<file path="src/rtl/leaky_integrator_scheduler.sv">
// Time-multiplexed leaky integrator: one shared multiplier/adder serves NCH channels,
// granted round-robin and sequenced RD -> MUL_A -> ADD -> MUL_C -> OUT.
module leaky_integrator_scheduler #(
   parameter int WI        = 12,
   parameter int WF        = 12,
   parameter int NCH       = 4,
   parameter int ALPHA     = 3686,
   parameter int ALPHA_CAP = 410
) (
   input  logic                          Clk,
   input  logic                          RESET,
   input  logic [NCH-1:0]                In_req,
   input  logic [NCH*(WI+WF)-1:0]        In_data,
   output logic [NCH-1:0]                In_ack,
   input  logic [NCH-1:0]                Clr,
   output logic                          Out_valid,
   output logic [$clog2(NCH)-1:0]        Out_ch,
   output logic [WI+WF-1:0]              Out_data,
   output logic                          Out_ovf,
   output logic                          Busy
);

   localparam int W  = WI + WF;
   localparam int CW = $clog2(NCH);

   localparam logic signed [W-1:0]   ALPHA_W = ALPHA[W-1:0];
   localparam logic signed [W-1:0]   CAP_W   = ALPHA_CAP[W-1:0];
   localparam logic signed [W-1:0]   MAXW    = {1'b0, {(W-1){1'b1}}};
   localparam logic signed [W-1:0]   MINW    = {1'b1, {(W-1){1'b0}}};
   localparam logic signed [2*W-1:0] MAX2    = {{(W+1){1'b0}}, {(W-1){1'b1}}};
   localparam logic signed [2*W-1:0] MIN2    = {{(W+1){1'b1}}, {(W-1){1'b0}}};
   localparam logic [CW-1:0]         LAST    = CW'(NCH - 1);
   localparam logic [CW-1:0]         ONE     = CW'(1);
   localparam logic [NCH-1:0]        ONEHOT0 = {{(NCH-1){1'b0}}, 1'b1};

   typedef enum logic [2:0] {
      IDLE  = 3'd0,
      RD    = 3'd1,
      MUL_A = 3'd2,
      ADD   = 3'd3,
      MUL_C = 3'd4,
      OUT   = 3'd5
   } state_t;

   // Returns {overflow, value}: (a*b) >>> WF floored, clamped to W bits.
   function automatic logic [W:0] mul_sat(input logic signed [W-1:0] a,
                                          input logic signed [W-1:0] b);
      logic signed [2*W-1:0] p_s;
      logic signed [2*W-1:0] q_s;
      logic [W:0]            r_s;
      p_s = $signed({{W{a[W-1]}}, a}) * $signed({{W{b[W-1]}}, b});
      q_s = p_s >>> WF;
      if (q_s > MAX2) begin
         r_s = {1'b1, MAXW};
      end else if (q_s < MIN2) begin
         r_s = {1'b1, MINW};
      end else begin
         r_s = {1'b0, q_s[W-1:0]};
      end
      return r_s;
   endfunction

   // Returns {overflow, value}: a + b clamped to W bits.
   function automatic logic [W:0] add_sat(input logic signed [W-1:0] a,
                                          input logic signed [W-1:0] b);
      logic [W:0] s_s;
      logic [W:0] r_s;
      s_s = {a[W-1], a} + {b[W-1], b};
      if (s_s[W] != s_s[W-1]) begin
         r_s = s_s[W] ? {1'b1, MINW} : {1'b1, MAXW};
      end else begin
         r_s = {1'b0, s_s[W-1:0]};
      end
      return r_s;
   endfunction

   state_t                state_r;
   state_t                next_s;
   logic [CW-1:0]         ptr_r;
   logic [CW-1:0]         ch_r;
   logic signed [W-1:0]   x_r;
   logic signed [W-1:0]   opnd_r;
   logic signed [W-1:0]   prod_r;
   logic signed [W-1:0]   sum_r;
   logic                  ovf_r;
   logic signed [W-1:0]   acc_r [NCH];

   logic                  gfound_s;
   logic [CW-1:0]         gidx_s;
   logic [W:0]            mul_a_s;
   logic [W:0]            add_s;
   logic [W:0]            mul_c_s;

   assign mul_a_s = mul_sat(opnd_r, ALPHA_W);
   assign add_s   = add_sat(x_r, prod_r);
   assign mul_c_s = mul_sat(sum_r, CAP_W);

   // Round-robin search: first requester at or after the pointer, wrapping at NCH-1.
   always_comb begin
      int            idx;
      logic [CW-1:0] idx_s;
      logic          hit_s;
      gfound_s = 1'b0;
      gidx_s   = {CW{1'b0}};
      for (int i = 0; i < NCH; i++) begin
         idx      = int'(ptr_r) + i;
         idx      = (idx >= NCH) ? (idx - NCH) : idx;
         idx_s    = CW'(idx);
         hit_s    = !gfound_s && In_req[idx_s];
         gidx_s   = hit_s ? idx_s : gidx_s;
         gfound_s = gfound_s | hit_s;
      end
   end

   // Next-state and grant acknowledge.
   always_comb begin
      next_s = state_r;
      In_ack = {NCH{1'b0}};
      case (state_r)
         IDLE: begin
            if (gfound_s && RESET) begin
               next_s = RD;
               In_ack = ONEHOT0 << gidx_s;
            end else begin
               next_s = IDLE;
            end
         end
         RD:      next_s = MUL_A;
         MUL_A:   next_s = ADD;
         ADD:     next_s = MUL_C;
         MUL_C:   next_s = OUT;
         OUT:     next_s = IDLE;
         default: next_s = IDLE;
      endcase
   end

   // State register and busy flag.
   always_ff @(posedge Clk) begin
      if (!RESET) begin
         state_r <= IDLE;
         Busy    <= 1'b0;
      end else begin
         state_r <= next_s;
         Busy    <= (next_s != IDLE);
      end
   end

   // Datapath pipeline registers and result outputs.
   always_ff @(posedge Clk) begin
      if (!RESET) begin
         ptr_r     <= {CW{1'b0}};
         ch_r      <= {CW{1'b0}};
         x_r       <= {W{1'b0}};
         opnd_r    <= {W{1'b0}};
         prod_r    <= {W{1'b0}};
         sum_r     <= {W{1'b0}};
         ovf_r     <= 1'b0;
         Out_valid <= 1'b0;
         Out_ch    <= {CW{1'b0}};
         Out_data  <= {W{1'b0}};
         Out_ovf   <= 1'b0;
      end else begin
         Out_valid <= 1'b0;
         case (state_r)
            IDLE: begin
               if (gfound_s) begin
                  ch_r  <= gidx_s;
                  x_r   <= In_data[gidx_s*W +: W];
                  ptr_r <= (gidx_s == LAST) ? {CW{1'b0}} : gidx_s + ONE;
               end else begin
                  ptr_r <= ptr_r;
               end
            end
            RD:    opnd_r <= acc_r[ch_r];
            MUL_A: begin
               prod_r <= mul_a_s[W-1:0];
               ovf_r  <= mul_a_s[W];
            end
            ADD: begin
               sum_r <= add_s[W-1:0];
               ovf_r <= ovf_r | add_s[W];
            end
            MUL_C: begin
               Out_valid <= 1'b1;
               Out_ch    <= ch_r;
               Out_data  <= mul_c_s[W-1:0];
               Out_ovf   <= ovf_r | mul_c_s[W];
            end
            default: Out_valid <= 1'b0;
         endcase
      end
   end

   // Accumulator file: a clear beats a coincident writeback.
   always_ff @(posedge Clk) begin
      for (int k = 0; k < NCH; k++) begin
         if (!RESET || Clr[k]) begin
            acc_r[k] <= {W{1'b0}};
         end else if (state_r == ADD && ch_r == CW'(k)) begin
            acc_r[k] <= add_s[W-1:0];
         end else begin
            acc_r[k] <= acc_r[k];
         end
      end
   end

endmodule

</file>
<file path="config.mk">
export PLATFORM = sky130hd
export DESIGN_NAME = leaky_integrator_scheduler
export DESIGN_NICKNAME = d
export VERILOG_FILES = /design/src/rtl/leaky_integrator_scheduler.sv
export SDC_FILE = /design/constraint.sdc
export NUM_CORES = 1
export LEC_CHECK = 0
export ABC_AREA = 1
export CAP_MARGIN = 40
export CORE_MARGIN = 2
export CORE_UTILIZATION = 60
export DETAILED_ROUTE_END_ITERATION = 16
export PLACE_DENSITY = 0.91
export SLEW_MARGIN = 20
export SYNTH_ARGS = -nofsm -noshare
export SYNTH_HDL_FRONTEND = slang
export SYNTH_SLANG_ARGS = --single-unit
export TNS_END_PERCENT = 1
</file>
<file path="constraint.sdc">
create_clock -name Clk -period 7.6 [get_ports Clk]
set_input_delay 1.14 -clock Clk [delete_from_list [all_inputs] [get_ports Clk]]
set_output_delay 1.14 -clock Clk [all_outputs]
set_load 0.1 [all_outputs]
</file>
==> results of run 1 <==
[sequential cells by signal (all words and copies together) (netlist names)]
signal	flops
ovf_r	1
acc_r	96
sum_r	24
Busy	1
Out_ch	2
opnd_r	24
Out_valid	1
x_r	24
Out_ovf	1
Out_data	23
ch_r	2
ptr_r	2
state_r	3
prod_r	24
[cells in the mapped netlist (48+ instances only)]
library cell  number  area share
clkbuf_1          51      0.0087
nand3_1          160       0.037
ha_1             237        0.14
nor2_1           263       0.045
fa_1             161        0.15
a21oi_1          191       0.044
inv_1            526       0.090
dfxtp_1          132        0.12
o21ai_0          132       0.030
a22oi_1           48       0.016
nand2_1          628        0.11
edfxtp_1          96        0.13
[worst min-delay path by stage]
stage                         startpoint                   endpoint  slack, ns  cells past startpoint
3_5_place_dp          ovf_r$_SDFFE_PN0P_       Out_ovf$_SDFFE_PN0P_       0.48                      2
5_1_grt        Out_data[22]$_SDFFE_PN0P_  Out_data[22]$_SDFFE_PN0P_       0.53                      2
4_1_cts               ovf_r$_SDFFE_PN0P_       Out_ovf$_SDFFE_PN0P_       0.49                      2
3_3_place_gp   Out_data[23]$_SDFFE_PN0P_  Out_data[23]$_SDFFE_PN0P_       0.45                      2
6_report              ovf_r$_SDFFE_PN0P_       Out_ovf$_SDFFE_PN0P_       0.49                      2
2_1_floorplan         ovf_r$_SDFFE_PN0P_       Out_ovf$_SDFFE_PN0P_       0.43                      2
[logic make-up (layout without fill, tap and decap cells)]
group | Yosys count | after routing | share of synthesized area
AND/OR/NAND/NOR | 1118 | 1118 | 0.210
buffers and inverters | 621 | 773 | 0.110
AO/OA/AOI/OAI | 460 | 460 | 0.119
adder cells (fa/ha/maj) | 398 | 398 | 0.282
flip-flops | 228 | 228 | 0.252
XOR/XNOR | 61 | 61 | 0.0247
multiplexers | 2 | 2 | 0.00103
[critical path, delay by kind of cell (launching register included)]
family	cells	cell delay (ns)
fa+ha+maj	6	2.48
compound gates	5	1.26
flops	1	0.82
buf+inv	4	0.57
simple gates	5	0.39
[layout make-up]
type / count / area (sq um)
multi-input combinational: 2039 / 14000
fill: 2751 / 10600
sequential: 228 / 5530
timing repair buffer: 195 / 2240
inverter: 535 / 2010
clock buffer: 32 / 661
tap: 461 / 577
clock inverter: 11 / 121
[metrics by stage]
| stage | setup slack [ns] | util | hold WS (ns) | cell area [sq um] | std cells |
|---|---|---|---|---|---|
| final | 1.92 | 0.703 | 0.493 | 25100 | 3501 |
| after floorplan | 2.67 | - | 0.430 | 21900 | 2888 |
| after global routing | 1.59 | 0.703 | 0.533 | 25100 | 3501 |
| after CTS | 2.00 | 0.701 | 0.490 | 25000 | 3496 |
| after detailed placement | 2.05 | 0.679 | 0.482 | 24300 | 3453 |
| after global placement | 1.86 | 0.660 | 0.455 | 23600 | 3416 |
[layer usage]
| layer | GRT usage | vias up |
|---|---|---|
| met5 | 0 | - |
| li1 | - | 9499 |
| met3 | 0.0435 | 223 |
| met2 | 0.589 | 922 |
| met1 | 0.416 | 9456 |
| met4 | 0.161 | 0 |
[power groups by stage]
stage | clock [mW] | combinational [mW] | sequential [mW]
2_1_floorplan | 0 | 6.10 | 1.66
3_3_place_gp | 0 | 8.20 | 1.68
3_5_place_dp | 0 | 8.50 | 1.69
4_1_cts | 1.18 | 8.60 | 1.67
5_1_grt | 1.23 | 9.76 | 1.69
6_report | 1.19 | 8.72 | 1.68
==> impl_metrics.tcl, run 1 <==
set metrics [dict create \
    critPathCaptureType "flop" \
    final_cell_mix "nand2_1, inv_1, nor2_1" \
    place_congestion 0.967 \
    cp_common_cell "nand2_1" \
    finClkSkew_ns 0.0270 \
    startpoint_type "flop" \
    min_period_ns 5.68 \
    post_cts_buffers 0 \
    critPathLaunch "opnd_r[23]$_SDFFE_PN0P_" \
    routed_wl_mm 64.0 \
    r2r_slack_ns 1.92 \
    grt_max_degree 86 \
    power.share.switching 0.574 \
    die_h_um 195 \
    pwr-share-clk 0.103 \
    root_buffer "clkbuf_16" \
    pin_count 139 \
    vias 20100 \
    drv_slew 0 \
    worstMarginPinSlew_ns 0.907 \
    cts_sinks 228 \
    fin_total_pwr_mw 11.6 \
    holdBufCountCts 0 \
    antenna_found_initial 0 \
    drt_iter0_drc 1654 \
    timing.rr.start "opnd_r[23]$_SDFFE_PN0P_" \
    leakage_nw 12.7 \
    htreeDepth 1 \
    postSynth.asyncResetShare 0 \
    crit_required_ns 8.01 \
    final_antenna_net_count 0 \
    drc 0 \
    via_per_inst 5.74 \
    cp_data_arrival_time_ns 6.10 \
    endpoint "prod_r[3]$_SDFFE_PN0P_" \
    start_util 0.613 \
    drive_gt1_frac 0.0441 \
    drt_pre_antenna_iters 6 \
    status "completed" \
    vdd_ir_drop_max_mv 0.312 \
    top_layer_used "met4" \
    synth_flop_cell "dfxtp_1" \
    antennaDiodeCount 0 \
    rsz0062_at_grt "no" \
    synth-edff-count 96 \
    wl_met2_mm 31.2 \
    hpwl_mm 50.7 \
    crit_chain "ha_1 > inv_1 > ha_1 > inv_1 > fa_1 > fa_1 > fa_1 > inv_1 > ha_1 > a21oi_1 > o21ai_0 > nand2_1 > nand2_1 > a21oi_1 > nand2_1 > nand2_1 > nand2_1 > a21oi_1 > buf_4 > a21oi_1" \
    power_switching_mw 6.65 \
    gr-total-overflow 0 \
    rr_endpoint "prod_r[3]$_SDFFE_PN0P_" \
    clk_latency_ns 0.56 \
    rr_worst_depth 20 \
    p_seq_frac 0.145 \
    numCtsBuffers 24 \
    dr_wl_met3_mm 4.78 \
    clockBufferDepth 3 \
    p_int_mw 4.94 \
    wl_per_cell_um 18.3 \
    synthCells 2888 \
    area_delta_synth_final_pct 14.6 \
    post_cts_resized 0 \
    final.setup.tns_ns 0 \
    synth_area_sq_um 21900 \
    port_buffers 138 \
    synth_area_per_cell_sq_um 7.59 \
    grt_usage 0.338 \
    relSlewSlack 0.390 \
    dieArea_sq_um 38100 \
    ys_seq_area_frac 0.252 \
    layout.nets 3527 \
    ys_seq_elements 228 \
    crit_path_top_delay_cell "dfxtp_1" \
    wl_met1_mm 24.8 \
    clkTransAtPathRegs_ns 0.06 \
    cellPowerDensity_nw_per_um2 461 \
    setup.worst_path.class "reg2reg" \
    crit_path_max_incr_delay_ns 0.82 \
    synth_warnings 0 \
    pwr-share-comb 0.753 \
    yosysUniqueCellTypes 48 \
    grt_pass1_vias 20400 \
    final_common_cell "nand2_1" \
    num_rows 69 \
    worstHoldPathType "reg2reg" \
    grt_first_pass_wirelength_mm 103 \
    timing.max_cap.violations 0 \
    crit_fanout 17 \
    setup-violations-final 0 \
    max_freq_mhz 176 \
    cts_tree "done" \
    timing.final.crit_share 0.748 \
    hold_viol_final 0 \
    synth_nets 3392 \
    coreArea_sq_um 35700 \
    die_w_um 195 \
]
Power figures use the tool's default switching activity.
==> inputs of run 2 (changes only) <==
==> constraint.sdc (replaced) <==
create_clock -name Clk -period 5.6 [get_ports Clk]
set_input_delay 0.84 -clock Clk [delete_from_list [all_inputs] [get_ports Clk]]
set_output_delay 0.84 -clock Clk [all_outputs]
set_load 0.1 [all_outputs]
==> run 2 against run 1 <==
Net effect: non-clock buffer count down 3; sequential share of layout area down 0.057 points; via count about the same; first-iteration DRC count up 6.0%; clock skew up 0.0067 ns; critical endpoint is now prod_r[2]$_SDFFE_PN0P_; highest routed layer unchanged.
==> impl_metrics.tcl, run 2 (synthesis gave the netlist of run 1 again) <==
set metrics [dict create \
    holdBufCountCts 0 \
    setup-violations-final 0 \
    timing.max_cap.violations 0 \
    wl_per_cell_um 18.6 \
    critPathLaunch "opnd_r[22]$_SDFFE_PN0P_" \
    crit_chain "inv_1 > ha_1 > inv_1 > ha_1 > inv_1 > fa_1 > fa_1 > fa_1 > inv_1 > ha_1 > a21oi_1 > o21ai_0 > nand2_1 > nand2_1 > a21oi_1 > nand2_1 > nand2_1 > nand2_1 > a21oi_1 > buf_4 > a21oi_1" \
    antenna_found_initial 0 \
    grt_max_degree 66 \
    finClkSkew_ns 0.0336 \
    setup.worst_path.class "reg2reg" \
    cts_tree "done" \
    startpoint_type "flop" \
    pwr-share-clk 0.113 \
    clkTransAtPathRegs_ns 0.07 \
    coreArea_sq_um 35700 \
    final-instance-count-excl-fill 3499 \
    post_cts_resized 0 \
    regMostFlops "acc_r" \
    timing.rr.start "opnd_r[22]$_SDFFE_PN0P_" \
    worstMarginPinSlew_ns 0.926 \
    clk_latency_ns 0.55 \
    status "completed" \
    grt_pass1_vias 20500 \
    cts_sinks 228 \
    holdWs_ns 0.524 \
    leakage_nw 12.8 \
    crit_path_top_delay_cell "fa_1" \
    max_freq_mhz 193 \
    layout.nets 3524 \
    via_per_inst 5.74 \
    pwr-share-comb 0.745 \
    cp_data_arrival_time_ns 5.57 \
    p_int_mw 6.86 \
    grt_usage 0.343 \
    port_buffers 138 \
    fin_total_pwr_mw 15.9 \
    vias 20100 \
    largest_reg_flops 96 \
    final_antenna_net_count 0 \
    final.setup.tns_ns 0 \
    critPathTopFamily "adder cells" \
    start_util 0.613 \
    worst-path-buf-inv 5 \
    routed_wl_mm 65.0 \
    timing.final.crit_share 0.924 \
    pin_count 139 \
    clockBufferDepth 3 \
    p_seq_frac 0.141 \
    num_rows 69 \
    numCtsBuffers 24 \
    hold_viol_final 0 \
    drt_iter0_drc 1753 \
    drv_slew 0 \
    cellPowerDensity_nw_per_um2 632 \
    root_buffer "clkbuf_16" \
    post_cts_buffers 0 \
    rsz0062_at_grt "no" \
    power_switching_mw 9.05 \
    dieArea_sq_um 38100 \
    power.share.switching 0.569 \
    min_from "Out_data[13]$_SDFFE_PN0P_" \
    dp_cells 3452 \
    relSlewSlack 0.379 \
    drc 0 \
    die_w_um 195 \
    die_h_um 195 \
    crit_required_ns 5.99 \
    final_cell_mix "nand2_1, inv_1, nor2_1" \
    grt_first_pass_wirelength_mm 105 \
    drive_gt1_frac 0.0461 \
    hpwl_mm 51.2 \
    crit_path_max_incr_delay_ns 0.54 \
    worstHoldPathType "reg2reg" \
    num-fill-cells 2708 \
    htreeDepth 1 \
    vdd_ir_drop_max_mv 0.636 \
    min_period_ns 5.18 \
    drt_pre_antenna_iters 6 \
    final_common_cell "nand2_1" \
    gr-total-overflow 0 \
    cp_common_cell "nand2_1" \
    place_congestion 0.991 \
    crit_fanout 23 \
    antennaDiodeCount 0 \
    area_delta_synth_final_pct 14.9 \
    critPathCaptureType "flop" \
]
## run 2: power by group through the flow
stage / Combinational [mW] / Sequential, mW / Clock [mW]
2_1_floorplan: 8.28 / 2.26 / 0
6_report: 11.9 / 2.25 / 1.80
5_1_grt: 13.3 / 2.27 / 1.86
3_3_place_gp: 11.3 / 2.26 / 0
4_1_cts: 11.7 / 2.24 / 1.80
3_5_place_dp: 11.6 / 2.27 / 0
## run 2: worst paths after layout
check                                            endpoint  slack [ns]  depth (start not counted)
worst max register to register     prod_r[2]$_SDFFE_PN0P_        0.42                         21
worst max-delay path               prod_r[2]$_SDFFE_PN0P_        0.42                         21
worst min-delay path            Out_data[13]$_SDFFE_PN0P_        0.52                          2
worst min register to register  Out_data[13]$_SDFFE_PN0P_        0.52                          2
## run 2: worst reg2reg max path, cell delays in order, from the launching register on
cell and delay (ns):
dfxtp_1 0.52, inv_1 0.11, ha_1 0.30, inv_1 0.06
ha_1 0.38, inv_1 0.10, fa_1 0.52, fa_1 0.52
fa_1 0.54, inv_1 0.04, ha_1 0.35, a21oi_1 0.20
o21ai_0 0.13, nand2_1 0.08, nand2_1 0.06, a21oi_1 0.33
nand2_1 0.13, nand2_1 0.07, nand2_1 0.07, a21oi_1 0.16
buf_4 0.28, a21oi_1 0.11
## run 2: final cells by class
class	instances	area (sq um)	share of cell area
clock buffer	33	717	0.0285
timing repair buffer	192	2190	0.0869
multi-input combinational	2039	14000	0.555
tap	461	577	0.0229
sequential	228	5530	0.219
clock inverter	11	180	0.00715
inverter	535	2010	0.0797
## run 2: layer usage
metal | vias up | global-route usage | share of wire
met5 | - | 0 | 0
met4 | 0 | 0.155 | 0.052
met3 | 209 | 0.0397 | 0.075
met2 | 929 | 0.612 | 0.49
met1 | 9461 | 0.418 | 0.38
li1 | 9484 | - | -
## run 2: stage by stage
stage / area (sq um) / setup WS, ns / util
floorplan: 21900 / 0.942 / -
global placement: 23600 / 0.624 / 0.661
detailed placement: 24200 / 0.526 / 0.678
CTS: 25100 / 0.501 / 0.704
global route: 25200 / 0.0721 / 0.705
finish: 25200 / 0.425 / 0.705
